--- src/rtl/lif_membrane_integrator.sv ---
`default_nettype none
// ============================================================================
//  Module      : lif_membrane_integrator
//  Description : Leaky integrate-and-fire neuron core wrapped around an
//                external 16-bit signed adder. Holds a saturating membrane
//                potential, leaks on each timestep tick, thresholds, emits a
//                one-cycle spike and enforces a refractory period.
//  Revision    : 1.0 - initial release
// ============================================================================
module lif_membrane_integrator #(
    parameter logic signed [15:0] THRESHOLD    = 16'sd1000,
    parameter logic signed [15:0] V_RESET      = 16'sd0,
    parameter int                 LEAK_SHIFT   = 4,
    parameter int                 REFRAC_TICKS = 2
) (
    input  logic               clk,
    input  logic               rst,
    input  logic               tick,
    input  logic               in_valid,
    input  logic signed [15:0] in_weight,
    output logic               in_ready,
    output logic signed [15:0] alu_x,
    output logic signed [15:0] alu_y,
    input  logic signed [15:0] alu_z,
    input  logic               alu_overflow,
    output logic signed [15:0] membrane,
    output logic               spike_out,
    output logic               refrac_active,
    output logic [15:0]        spike_count
);

    typedef enum logic [1:0] {
        IDLE  = 2'd0,
        LEAK  = 2'd1,
        CHECK = 2'd2
    } state_t;

    localparam logic [15:0] c_REFRAC_LOAD = 16'(REFRAC_TICKS);

    state_t             state_q, state_d;
    logic signed [15:0] membrane_q, membrane_d;
    logic [15:0]        refrac_q, refrac_d;
    logic [15:0]        count_q, count_d;
    logic               spike_q, spike_d;

    logic signed [15:0] w_sat;
    logic signed [15:0] w_leak;

    // Saturate the adder sum: a wrapped sign bit tells which rail was crossed.
    always_comb begin
        w_sat = alu_z;
        if (alu_overflow) begin
            w_sat = alu_z[15] ? 16'sh7FFF : 16'sh8000;
        end
    end

    // Leak magnitude; negation is safe since the shift leaves headroom.
    assign w_leak = membrane_q >>> LEAK_SHIFT;

    // Next-state, adder operand and handshake decode.
    always_comb begin
        state_d    = state_q;
        membrane_d = membrane_q;
        refrac_d   = refrac_q;
        count_d    = count_q;
        spike_d    = 1'b0;
        alu_y      = 16'sd0;
        in_ready   = 1'b0;
        case (state_q)
            IDLE: begin
                in_ready = !tick && !rst;
                alu_y    = in_weight;
                if (tick) begin
                    state_d = LEAK;
                end else if (in_valid && (refrac_q == 16'd0)) begin
                    // Refractory inputs are consumed but never integrated.
                    membrane_d = w_sat;
                end
            end
            LEAK: begin
                if (refrac_q != 16'd0) begin
                    refrac_d = refrac_q - 16'd1;
                    state_d  = IDLE;
                end else begin
                    alu_y      = -w_leak;
                    membrane_d = w_sat;
                    state_d    = CHECK;
                end
            end
            CHECK: begin
                if (membrane_q >= THRESHOLD) begin
                    membrane_d = V_RESET;
                    refrac_d   = c_REFRAC_LOAD;
                    spike_d    = 1'b1;
                    if (count_q != 16'hFFFF) begin
                        count_d = count_q + 16'd1;
                    end
                end
                state_d = IDLE;
            end
            default: begin
                state_d = IDLE;
            end
        endcase
    end

    // State registers; reset aborts any in-flight leak/check and pending spike.
    always_ff @(posedge clk or posedge rst) begin
        if (rst) begin
            state_q    <= IDLE;
            membrane_q <= 16'sd0;
            refrac_q   <= 16'd0;
            count_q    <= 16'd0;
            spike_q    <= 1'b0;
        end else begin
            state_q    <= state_d;
            membrane_q <= membrane_d;
            refrac_q   <= refrac_d;
            count_q    <= count_d;
            spike_q    <= spike_d;
        end
    end

    assign alu_x         = membrane_q;
    assign membrane      = membrane_q;
    assign spike_out     = spike_q;
    assign refrac_active = (refrac_q != 16'd0);
    assign spike_count   = count_q;

endmodule
`default_nettype wire

--- config.mk ---
export PLATFORM = sky130hd
export DESIGN_NAME = lif_membrane_integrator
export DESIGN_NICKNAME = d
export VERILOG_FILES = /design/src/rtl/lif_membrane_integrator.sv
export SDC_FILE = /design/constraint.sdc
export NUM_CORES = 1
export LEC_CHECK = 0
export BUFFER_PORTS_ARGS = -buffer_cell sky130_fd_sc_hd__clkbuf_2
export CAP_MARGIN = 20
export CORE_MARGIN = 10
export CORE_UTILIZATION = 40
export CTS_BUF_LIST = sky130_fd_sc_hd__clkbuf_8
export CTS_CLUSTER_SIZE = 20
export DETAILED_ROUTE_END_ITERATION = 6
export PLACE_DENSITY_LB_ADDON = 0.12
export SYNTH_ARGS = -nofsm -noshare
export SYNTH_HDL_FRONTEND = slang
export SYNTH_SLANG_ARGS = --single-unit
--- constraint.sdc ---
create_clock -name clk -period 4.2 [get_ports clk]
set_input_delay 0.84 -clock clk [delete_from_list [all_inputs] [get_ports clk]]
set_output_delay 0.84 -clock clk [all_outputs]
set_load 0.01 [all_outputs]
Word level (Yosys, flattened, before mapping)
Cells that the tools add are included.
{"block": "word_totals", "wordCells": 48, "out_inout_bits": 67, "reg_bits": 51}
{"block": "op_classes", "eq_ne": 9, "add_sub_neg": 3, "mux": 18, "magnitude_cmp": 1, "reduce_logical": 12}
{"op": "$mux W16", "n": 9}
{"op": "$pmux W16 S2", "n": 2}
{"op": "$pmux W16 S3", "n": 1}
{"op": "$add A16 B1 Y16 const B", "n": 1}
{"op": "$ge A16 B11 Y1 const B", "n": 1}
{"op": "$logic_not A16 Y1", "n": 1}
{"op": "$ne A16 B16 Y1 const B", "n": 1}
{"op": "$neg A12 Y16", "n": 1}
{"op": "$reduce_bool A16 Y1", "n": 1}
{"op": "$sub A16 B1 Y16 const B", "n": 1}
{"op": "$ne A2 B2 Y1 const B", "n": 6}
{"op": "$reduce_and A3 Y1", "n": 2}
{"op": "$reduce_and A5 Y1", "n": 1}
{"op": "$mux W2", "n": 2}
{"op": "$pmux W2 S2", "n": 1}
{"op": "$mux W1", "n": 3}
{"op": "$reduce_bool A3 Y1", "n": 1}
{"op": "$eq A2 B1 Y1 const B", "n": 1}
{"op": "$eq A2 B2 Y1 const B", "n": 1}
{"op": "$logic_and A1 B1 Y1", "n": 2}
{"op": "$logic_not A1 Y1", "n": 2}
{"op": "$logic_not A2 Y1", "n": 1}
{"op": "$reduce_bool A2 Y1", "n": 1}

Logic depth before layout (Yosys ltp)
{"block": "depth", "ltp_word": 5, "depth_mapped": 9, "depth_no_buf": 8}

Worst setup path before layout
OpenSTA, ideal clock, no wires.
{"block": "synth_path", "path_kind": "flip-flop to output port", "start": "reg membrane_q[10] (netlist: alu_x[10])", "end": "out alu_y[11]", "stages_incl_launch_ff": 6, "path_slack_ps": 1463, "t_arrival_ps": 1897, "t_required_ps": 3360, "path_cell_list": "dfrtp_1 or4_4 nor4_1 xnor2_1 nand4_1 a21oi_1"}
{"block": "synth_via", "elab_chain_len": 3}
{"item": "from (decl)", "line_no": "41", "text": "logic signed [15:0] membrane_q, membrane_d;"}
{"item": "from (signal assigned)", "line_no": "117", "text": "membrane_q <= membrane_d;"}
{"item": "$neg A12 Y16", "line_no": "85", "text": "alu_y = -w_leak;"}
{"item": "$mux W16", "line_no": "81", "text": "if (refrac_q != 16'd0) begin"}
{"item": "$pmux W16 S2", "line_no": "69", "text": "case (state_q)"}
{"item": "to (decl)", "line_no": "23", "text": "output logic signed [15:0] alu_y,"}
Every way passes these cells.

Final worst setup path
{"block": "layout_path", "start": "reg refrac_q[7]", "end": "out alu_y[10]"}
{"block": "layout_via", "elab_chain_len": 3}
{"item": "from (decl)", "line_no": "42", "text": "logic [15:0] refrac_q, refrac_d;"}
{"item": "from (signal assigned)", "line_no": "118", "text": "refrac_q <= refrac_d;"}
{"item": "$reduce_bool A16 Y1", "line_no": "81"}
{"item": "$mux W16", "line_no": "81"}
{"item": "$pmux W16 S2", "line_no": "69"}
Every way passes these cells.

==> impl_metrics.ini <==
[timing]
rsz0062_at_grt = false
finalHoldViolCount = 0
fin_skew_ns = 0.0150
finalCritPeriodShare_pct = 80.7
period_needed_ns = 3.39
relSlewSlack_pct = 46.2
setup_viol = 0
final.setup.tns_ns = 0
fmax_mhz = 295
maxSlewViolCount = 0
tightest_slew_ns = 0.806
setup_ws_ns = 0.811

[floorplan]
rows = 32
initial_core_util_pct = 41.5
fp.dieW_um = 110
die-area_sq_um = 12000
die_h_um = 110
io_pins = 104
core_sq_um = 7770

[job]
cap_violations = 0

[critical_path]
crit_fanout = 15
crit_arrival_ns = 2.55
r2r-end = spike_count[1]$_DFFE_PP0P_
worstRegToRegCells = 5
crit_path_end_kind = output pin
crit_type = reg2out
worstPathRequired_ns = 3.36
slowest_stage = or4_4
r2r_start = alu_x[10]$_DFFE_PP0P_
critPathMaxStageDelay_ns = 0.57
critPathLaunchType = flip-flop
r2r_slack_ns = 1.40
path_cells = or4_4 -> and4bb_4 -> nand3_1 -> inv_1 -> a22o_1 -> clkbuf_2

[clocking]
cts_setup_buffers = 0
ctsLongestPathBuffers = 2
insertion_delay_ns = 0.30
clkTransAtPathRegs_ns = 0.10
numCtsBuffers = 5
clock-sinks = 51
cts-root-buf = clkbuf_8
cts_tree = yes
cts-hold-fix-buffers = 0
ctsResizeCount = 0
ctsHtreeMaxLevel = 2

[cells_and_area]
diodes = 0
drive_gt1_share_pct = 33.6
n_fill_cell = 762
final_cell_mix = clkbuf_2, dfrtp_1, a21oi_1
seq_area_sq_um = 1280
layout_commonest_cell = clkbuf_2
layout.nets = 462
area_growth_syn_to_layout_pct = 18.1
multi_input_area_sq_um = 1710

[routing]
wl_per_cell_um = 16.0
dr.pass1.iters = 4
drt_iter0_drc = 87
vias = 2672
drc = 0
wl_mm = 8.35
via_per_inst = 5.12
detail-route-antenna-nets = 0

[global_route]
grt_use_met1_pct = 18.7
use_met2_pct = 22.4
grt_pass1_vias = 2761
grt_antenna_before_repair = 0
grt_pass1_wl_mm = 13.9
overflow = 0
gr-usage-met3_pct = 4.04
grt.total_usage_pct = 14.1
grt_max_degree = 37
grt-busiest-layer = met2

[place]
post-dp-hpwl_mm = 6.45
port-buffer-count = 103
gp_congestion = 0.793
dpl_worst_slack_ns = 1.14

[yosys]
ys_ff_latch = 51
seq_area_frac_synth_pct = 39.6
synthCells = 337
synth_warnings = 0
postSynthAreaPerCell_sq_um = 9.56
synth.distinct_cells = 47
syn_nets = 380
syn-cell-area_sq_um = 3220

[power_and_ir_drop]
power.total_uw = 2050
cellLeakagePower_uw = 0.00187
peakVddDrop_v = 0.000353
powerDensity_nw_per_um2 = 537

[hold_path]
holdPathEnd = refrac_q[9]$_DFFE_PP0P_
hold_path.class = reg2reg
hold_depth = 1
min-delay-start = refrac_q[9]$_DFFE_PP0P_

[status]
outcome = completed
[flip-flops by register name, summed over array words and instances (netlist names)]
signal	count
state_q	2
refrac_q	16
spike_count	16
spike_out	1
alu_x	16
[Yosys cell counts (all sizes together)]
master	count	area share [%]
o311ai	1	0.82
buf	22	5.1
and3	8	1.6
a21oi	25	3.9
and4	1	0.27
a21o	1	0.23
or2	2	0.39
ha	6	2.3
a22o	3	0.82
and2	1	0.19
or3	5	0.97
nor2	21	2.5
o2111ai	3	1.4
nor4	9	1.9
xor2	11	3.0
or4	5	1.4
nor3	8	1.2
mux2	15	6.2
nand2b	22	4.3
nor4b	1	0.27
xnor2	18	4.9
clkbuf	8	0.93
a211oi	3	0.70
o21bai	2	0.47
dfrtp	51	40
o21ai	12	1.9
inv	11	1.3
and4bb	2	0.89
mux2i	5	1.6
nor2b	4	0.78
o31ai	2	0.47
nand3b	1	0.23
nand4b	4	1.1
nand2	23	2.9
nand4	9	1.7
nand3	12	1.9
[worst max-delay path, delay by kind of cell (launching register included)]
family | cells | cell delay (ns)
buf+inv | 2 | 0.35
compound gates | 1 | 0.15
flops | 1 | 0.43
simple gates | 3 | 1.33
[power by group]
| group | internal (uW) | switching (uW) | leakage (uW) | total (uW) |
|---|---|---|---|---|
| clock | 196 | 167 | 0.0000618 | 363 |
| sequential | 643 | 216 | 0.000662 | 859 |
| combinational | 397 | 427 | 0.00114 | 824 |
| total | 1240 | 810 | 0.00187 | 2050 |
[routing by layer]
layer,up-vias,part of all wire (%),wire [um]
li1,1335,-,-
met1,1263,47,3950
met2,66,45,3740
met3,8,7.0,585
met4,0,0.81,68
met5,-,0,0
[cell type report]
class,count,area share [%]
flip-flops and latches,51,33.5
multi-input cells,245,44.9
clock buffers,6,2.17
well taps,102,3.35
repair buffers,105,13.9
inverters,11,1.08
clock inverters,2,1.02
[per-stage QoR]
step                area (sq um)  std cells  hold WS [ns]  util (%)
floorplan                   3220        337         0.447         -
global placement            3690        514         0.472      47.5
detailed placement          3690        514         0.471      47.5
CTS                         3810        522         0.485      49.0
global route                3810        522         0.512      49.0
finish                      3810        522         0.479      49.0
[how the worst max path moves through the flow]
stage                             from        end  slack (ns)  depth (start not counted)
3_5_place_dp   refrac_q[7]$_DFFE_PP0P_  alu_y[10]        1.14                          6
3_3_place_gp   refrac_q[7]$_DFFE_PP0P_   alu_y[9]        1.19                          6
5_1_grt        refrac_q[7]$_DFFE_PP0P_  alu_y[10]        0.65                          6
2_1_floorplan    alu_x[10]$_DFFE_PP0P_  alu_y[11]        1.46                          5
6_report       refrac_q[7]$_DFFE_PP0P_  alu_y[10]        0.81                          6
4_1_cts        refrac_q[7]$_DFFE_PP0P_  alu_y[10]        0.79                          6
[kinds of logic after synthesis]
kind of cell / share of synthesized area (%)
AND/OR/NAND/NOR: 24.5
XOR/XNOR: 7.88
flip-flops: 39.6
AO/OA/AOI/OAI: 10.6
adder cells (fa/ha/maj): 2.33
buffers and inverters: 7.34
multiplexers: 7.73
Power figures use the tool's default switching activity.
